## config.mk

```make
export PLATFORM = sky130hd
export DESIGN_NAME = dmem_access_unit
export DESIGN_NICKNAME = d
export VERILOG_FILES = /design/src/rtl/dmem_access_unit.sv
export SDC_FILE = /design/constraint.sdc
export NUM_CORES = 1
export LEC_CHECK = 0
export CAP_MARGIN = 20
export CORE_MARGIN = 5
export CORE_UTILIZATION = 42
export CTS_CLUSTER_SIZE = 8
export DETAILED_ROUTE_END_ITERATION = 7
export PLACE_DENSITY = 0.82
export SLEW_MARGIN = 5
export SYNTH_ARGS = -nofsm -noshare
export SYNTH_HDL_FRONTEND = slang
export SYNTH_SLANG_ARGS = --single-unit
```

## constraint.sdc

```tcl
create_clock -name clk -period 2.65 [get_ports clk]
set_input_delay 0.53 -clock clk [delete_from_list [all_inputs] [get_ports clk]]
set_output_delay 0.53 -clock clk [all_outputs]
set_load 0.01 [all_outputs]
```

## src/rtl/dmem_access_unit.sv

```systemverilog
// Data-memory access unit: M-stage load/store to a req/addr_ok/data_ok bus,
// with strobes, load extension, address errors, stall and flush drain.
// Ports: clk/rst; valid_i/opcode_i/addr_i/wdata_i/flush_i from the M stage;
// stall_o/busy_o/rdata_o/rdata_valid_o/adel_o/ades_o/badvaddr_o to the core;
// req_o/wr_o/size_o/addr_o/wdata_o/wstrb_o/addr_ok_i/data_ok_i/rdata_i bus.
module dmem_access_unit #(
   parameter int DATA_W = 32,
   parameter int ADDR_W = 32
) (
   input  logic                  clk,
   input  logic                  rst,
   input  logic                  valid_i,
   input  logic [5:0]            opcode_i,
   input  logic [31:0]           addr_i,
   input  logic [31:0]           wdata_i,
   input  logic                  flush_i,
   output logic                  stall_o,
   output logic                  busy_o,
   output logic [31:0]           rdata_o,
   output logic                  rdata_valid_o,
   output logic                  adel_o,
   output logic                  ades_o,
   output logic [31:0]           badvaddr_o,
   output logic                  req_o,
   output logic                  wr_o,
   output logic [1:0]            size_o,
   output logic [ADDR_W-1:0]     addr_o,
   output logic [DATA_W-1:0]     wdata_o,
   output logic [DATA_W/8-1:0]   wstrb_o,
   input  logic                  addr_ok_i,
   input  logic                  data_ok_i,
   input  logic [DATA_W-1:0]     rdata_i
);

   localparam int LANES = DATA_W / 8;
   localparam int OFFW  = $clog2(LANES);

   localparam logic [1:0] S_IDLE = 2'd0;
   localparam logic [1:0] S_REQ  = 2'd1;
   localparam logic [1:0] S_WAIT = 2'd2;
   localparam logic [1:0] S_DONE = 2'd3;

   logic [1:0]        state_q, state_d;
   logic              kill_q, kill_d;
   logic              req_q, req_d;
   logic              wr_q, wr_d;
   logic [1:0]        size_q, size_d;
   logic              sgn_q, sgn_d;
   logic [ADDR_W-1:0] addr_q, addr_d;
   logic [DATA_W-1:0] wdata_q, wdata_d;
   logic [LANES-1:0]  wstrb_q, wstrb_d;
   logic [31:0]       rdata_q, rdata_d;
   logic              rvalid_q, rvalid_d;

   logic              is_ld, is_st, is_sgn, mem_op;
   logic [1:0]        sz;
   logic              mis, start, go, complete, in_flight;
   logic [DATA_W-1:0] wdata_rep;
   logic [LANES-1:0]  base_strb;
   logic [DATA_W-1:0] rd_sh;
   logic [31:0]       rd_ext;

   always_comb begin
      is_ld  = 1'b0;
      is_st  = 1'b0;
      is_sgn = 1'b0;
      sz     = 2'd0;
      case (opcode_i)
         6'b100000: begin is_ld = 1'b1; is_sgn = 1'b1; sz = 2'd0; end
         6'b100001: begin is_ld = 1'b1; is_sgn = 1'b1; sz = 2'd1; end
         6'b100011: begin is_ld = 1'b1; sz = 2'd2; end
         6'b100100: begin is_ld = 1'b1; sz = 2'd0; end
         6'b100101: begin is_ld = 1'b1; sz = 2'd1; end
         6'b101000: begin is_st = 1'b1; sz = 2'd0; end
         6'b101001: begin is_st = 1'b1; sz = 2'd1; end
         6'b101011: begin is_st = 1'b1; sz = 2'd2; end
         default:   ;
      endcase
   end

   assign mem_op = is_ld | is_st;
   assign mis    = ((sz == 2'd1) & addr_i[0]) |
                   ((sz == 2'd2) & (addr_i[1:0] != 2'b00));
   assign adel_o = valid_i & is_ld & mis;
   assign ades_o = valid_i & is_st & mis;
   assign badvaddr_o = addr_i;
   assign start  = mem_op & valid_i & ~flush_i & ~adel_o & ~ades_o;
   assign in_flight = (state_q == S_REQ) | (state_q == S_WAIT);

   // A killed drain's DONE may hand over directly to the instruction that
   // was stalled behind it; a normal DONE still sees its own instruction.
   assign go = start & ((state_q == S_IDLE) |
                        ((state_q == S_DONE) & kill_q));

   assign complete = ((state_q == S_REQ) & addr_ok_i & data_ok_i) |
                     ((state_q == S_WAIT) & data_ok_i);

   always_comb begin
      unique case (sz)
         2'd0:    wdata_rep = {LANES{wdata_i[7:0]}};
         2'd1:    wdata_rep = {(LANES/2){wdata_i[15:0]}};
         default: wdata_rep = {(LANES/4){wdata_i}};
      endcase
      unique case (sz)
         2'd0:    base_strb = LANES'(4'h1);
         2'd1:    base_strb = LANES'(4'h3);
         default: base_strb = LANES'(4'hF);
      endcase
   end

   assign rd_sh = rdata_i >> {addr_q[OFFW-1:0], 3'b000};

   always_comb begin
      unique case (size_q)
         2'd0:    rd_ext = {{24{sgn_q & rd_sh[7]}}, rd_sh[7:0]};
         2'd1:    rd_ext = {{16{sgn_q & rd_sh[15]}}, rd_sh[15:0]};
         default: rd_ext = rd_sh[31:0];
      endcase
   end

   always_comb begin
      state_d = state_q;
      unique case (state_q)
         S_IDLE: if (go) state_d = S_REQ;
         S_REQ: begin
            if (addr_ok_i & data_ok_i) state_d = S_DONE;
            else if (addr_ok_i)        state_d = S_WAIT;
         end
         S_WAIT: if (data_ok_i) state_d = S_DONE;
         default: state_d = go ? S_REQ : S_IDLE;
      endcase
   end

   always_comb begin
      kill_d = kill_q;
      if (in_flight & flush_i)  kill_d = 1'b1;
      if (state_q == S_DONE)    kill_d = 1'b0;

      // flush_i in the completing cycle still kills the result
      rvalid_d = complete & ~wr_q & ~kill_q & ~flush_i;
      rdata_d  = rvalid_d ? rd_ext : rdata_q;

      req_d   = (state_d == S_REQ);
      wr_d    = wr_q;
      size_d  = size_q;
      sgn_d   = sgn_q;
      addr_d  = addr_q;
      wdata_d = wdata_q;
      wstrb_d = wstrb_q;
      if (go) begin
         wr_d    = is_st;
         size_d  = sz;
         sgn_d   = is_sgn;
         addr_d  = ADDR_W'(addr_i);
         wdata_d = wdata_rep;
         wstrb_d = is_st ? (base_strb << addr_i[OFFW-1:0]) : '0;
      end
   end

   always_ff @(posedge clk) begin
      if (rst) begin
         state_q  <= S_IDLE;
         kill_q   <= 1'b0;
         req_q    <= 1'b0;
         wr_q     <= 1'b0;
         size_q   <= 2'd0;
         sgn_q    <= 1'b0;
         addr_q   <= '0;
         wdata_q  <= '0;
         wstrb_q  <= '0;
         rdata_q  <= '0;
         rvalid_q <= 1'b0;
      end else begin
         state_q  <= state_d;
         kill_q   <= kill_d;
         req_q    <= req_d;
         wr_q     <= wr_d;
         size_q   <= size_d;
         sgn_q    <= sgn_d;
         addr_q   <= addr_d;
         wdata_q  <= wdata_d;
         wstrb_q  <= wstrb_d;
         rdata_q  <= rdata_d;
         rvalid_q <= rvalid_d;
      end
   end

   assign stall_o = ((state_q == S_IDLE) & start) |
                    (in_flight & ~kill_q) |
                    (kill_q & mem_op & valid_i);
   assign busy_o        = (state_q != S_IDLE);
   assign req_o         = req_q;
   assign wr_o          = wr_q;
   assign size_o        = size_q;
   assign addr_o        = addr_q;
   assign wdata_o       = wdata_q;
   assign wstrb_o       = wstrb_q;
   assign rdata_o       = rdata_q;
   assign rdata_valid_o = rvalid_q;

endmodule

```

==> impl_metrics.json <==
{
  "outcome": "complete, no violations",
  "crit_path_end_kind": "primary output",
  "synth_edf_count": 0,
  "relSlewSlack_pct": 59.7,
  "cts_tree": "yes",
  "r2r-end": "wr_o",
  "fp.dieW_um": 122,
  "async_reset_ff_share_pct": 0,
  "clk_latency_ps": 340,
  "yosys.cell_types.count": 52,
  "coreArea_sq_um": 12500,
  "start_kind": "primary input",
  "synth_seq_cells": 109,
  "whs_ps": 476,
  "avgSynthCellArea_sq_um": 8.30,
  "fin_skew_ps": 6.32,
  "worstMarginPinSlew_ps": 605,
  "grt_pass1_wl_mm": 29.4,
  "register_area_sq_um": 2180,
  "multi_input_area_sq_um": 2650,
  "grt_util_met2_pct": 41.8,
  "cts.sinks": 109,
  "worst-r2r-setup-slack_ps": 580,
  "cp_slowest_cell": "clkdlybuf4s50_1",
  "yosysWarnings": 0,
  "synth_compound_area_share_pct": 24.7,
  "cp_cell_sequence": "clkdlybuf4s50_1 > nor2b_2 > buf_4 > a32oi_4 > nor3_1 > clkdlybuf4s15_1",
  "cts-root-buf": "clkbuf_16",
  "first_pass_iters": 5,
  "vias": 5766,
  "antenna_found_initial": 0,
  "synthXorXnorAreaFrac_pct": 0,
  "rsz0062_at_grt": "no",
  "layout.cells.non_filler": 1023,
  "irDropWorstVdd_mv": 0.371,
  "worstHoldPathCells": 2,
  "synthTopCellsByArea": "dfxtp_1, a21oi_1, o21ai_0, buf_4, mux2i_1",
  "cts_hold_buf": 0,
  "final.min_clock_period_ps": 2590,
  "hold_end": "addr_o[9]",
  "h-tree-depth": 3,
  "min_from": "addr_o[9]",
  "path_clk_slew_ps": 60,
  "syn_inst": 640,
  "netlist.area_leader.share_pct": 41.1,
  "required_ps": 2120,
  "worstRegToRegCells": 6,
  "insertedDiodeCount": 0,
  "finalCritPeriodShare_pct": 97.8,
  "synth_top_area_cell": "dfxtp_1",
  "syn_area_sq_um": 5310,
  "hold_viol": 0,
  "drive_gt1_share_pct": 9.40,
  "critPathBufInv": 3,
  "drv_cap": 0,
  "area_growth_pct": 54.2,
  "fillers": 1031,
  "avgViaCountPerCell": 5.64,
  "io_pins": 249,
  "ant_nets": 0,
  "port_buffers": 248,
  "synthMuxAreaShare_pct": 6.83,
  "nets": 959,
  "place_inst": 1007,
  "critPathMaxFanout": 8,
  "hold_path.class": "flop to flop",
  "overflow": 0,
  "use_met3_pct": 7.56,
  "setup_viol": 0,
  "drcViolationCount": 0,
  "cts_made_buffers": 9,
  "leakage_uw": 0.00273,
  "gr-usage-met1_pct": 29.3,
  "grt_usage_pct": 24.6,
  "fin_ws_ps": 57.3,
  "drt_iter0_drc": 486,
  "finalWirelength_mm": 19.0,
  "grt_max_degree": 58,
  "yosys.area_share.simple_pct": 16.3,
  "critPathTopFamily": "buffers and inverters",
  "crit_path_max_incr_delay_ps": 510,
  "worstSetupPathType": "primary input to primary output",
  "powerDensity_nw_per_um2": 523,
  "cts.path.max_buffers": 2,
  "synthAdderAreaFrac_pct": 1.18,
  "cts_setup_buffers": 0,
  "worstPathArrival_ps": 2060,
  "die_area_sq_um": 15000,
  "dp_slack_ps": -383,
  "synth_flop_cell": "dfxtp_1",
  "busiest_layer": "met2",
  "finalMaxSlewViolations": 0,
  "synth_top_family_by_area": "compound AO/OA/AOI/OAI gates",
  "final_common_cell": "clkdlybuf4s50_1",
  "num_rows": 41,
  "dpl.hpwl_mm": 14.3,
  "layout_common_cells": "clkdlybuf4s50_1, dfxtp_1, a21oi_1",
  "grt_pass1_vias": 5713,
  "seq_area_frac_synth_pct": 41.1,
  "synthesis.nets": 753,
  "initial_core_util_pct": 42.5,
  "wl_per_cell_um": 18.5,
  "fmax_ghz": 0.386,
  "die_y_um": 122,
  "routabilityCongestion": 0.892,
  "timing.rr.start": "state_q[1]"
}
cell families (layout without fill, tap and decap cells):
family	count (synthesis)	count (layout)
AOI/OAI and AO/OA	218	218
and+or+nand+nor	176	176
DFF	109	109
buffers and inverters	98	309
muxes	34	34
adders and majority gates	5	5
final cells by class:
cell class	instances	area share, %
timing repair buffer	285	34.1
sequential	109	26.6
multi-input combinational	433	32.3
tap	172	2.63
clock buffer	14	3.47
inverter	8	0.366
clock inverter	2	0.473
where the power goes:
part / total [uW] / internal [uW] / switching, uW
sequential: 1830 / 1750 / 74.2
clock: 1420 / 839 / 584
combinational: 1030 / 554 / 478
through the flow:
step	utilization, %	area (sq um)	TNS (ps)	power [uW]
6_report	65.5	8190	0	4280
5_1_grt	65.5	8190	0	4470
4_1_cts	65.4	8190	0	4300
3_5_place_dp	62.8	7860	-5510	2890
3_3_place_gp	62.8	7860	-1020	2860
2_1_floorplan	-	5310	0	2310
cells in the mapped netlist (all sizes together) (3+ instances only):
cell type,number
dfxtp,109
nor2b,12
mux2i,25
a22oi,8
a311oi,16
o21ai,56
a211oi,32
buf,55
or3,3
and2,3
nand3,48
clkbuf,35
inv,8
mux2,8
nor2,41
nand2,44
a21oi,89
ha,5
nor3,12
timing repair:
action	CTS	global route
pin swaps	1	0
resized for setup	11	4
setup endpoints to repair	3	4
cloned	0	0
worst max-delay path by stage:
stage,start,endpoint,slack [ps],cells past startpoint
finish,opcode_i[5],adel_o,60,6
global route,opcode_i[5],adel_o,10,6
CTS,opcode_i[5],ades_o,10,7
detailed placement,opcode_i[5],ades_o,-380,7
global placement,opcode_i[5],ades_o,-340,7
floorplan,opcode_i[5],stall_o,200,9
per-layer routing:
layer	vias up	share of wire, %
met2	294	51
met1	2736	38
met3	45	8.9
li1	2691	-
met5	-	0
met4	0	2.8
state kept, by name (all words and copies together) (netlist names):
signal         cells
addr_o            32
rdata_o           32
wdata_o           32
wstrb_o            4
size_o             2
state_q            2
kill_q             1
rdata_valid_o      1
req_o              1
sgn_q              1
wr_o               1
tightest hold or removal path, cell delays in order, from the launching register on:
cell     delay [ps]
dfxtp_1         310
o21ai_0          60
a21oi_1          60
Power figures use the tool's default switching activity.
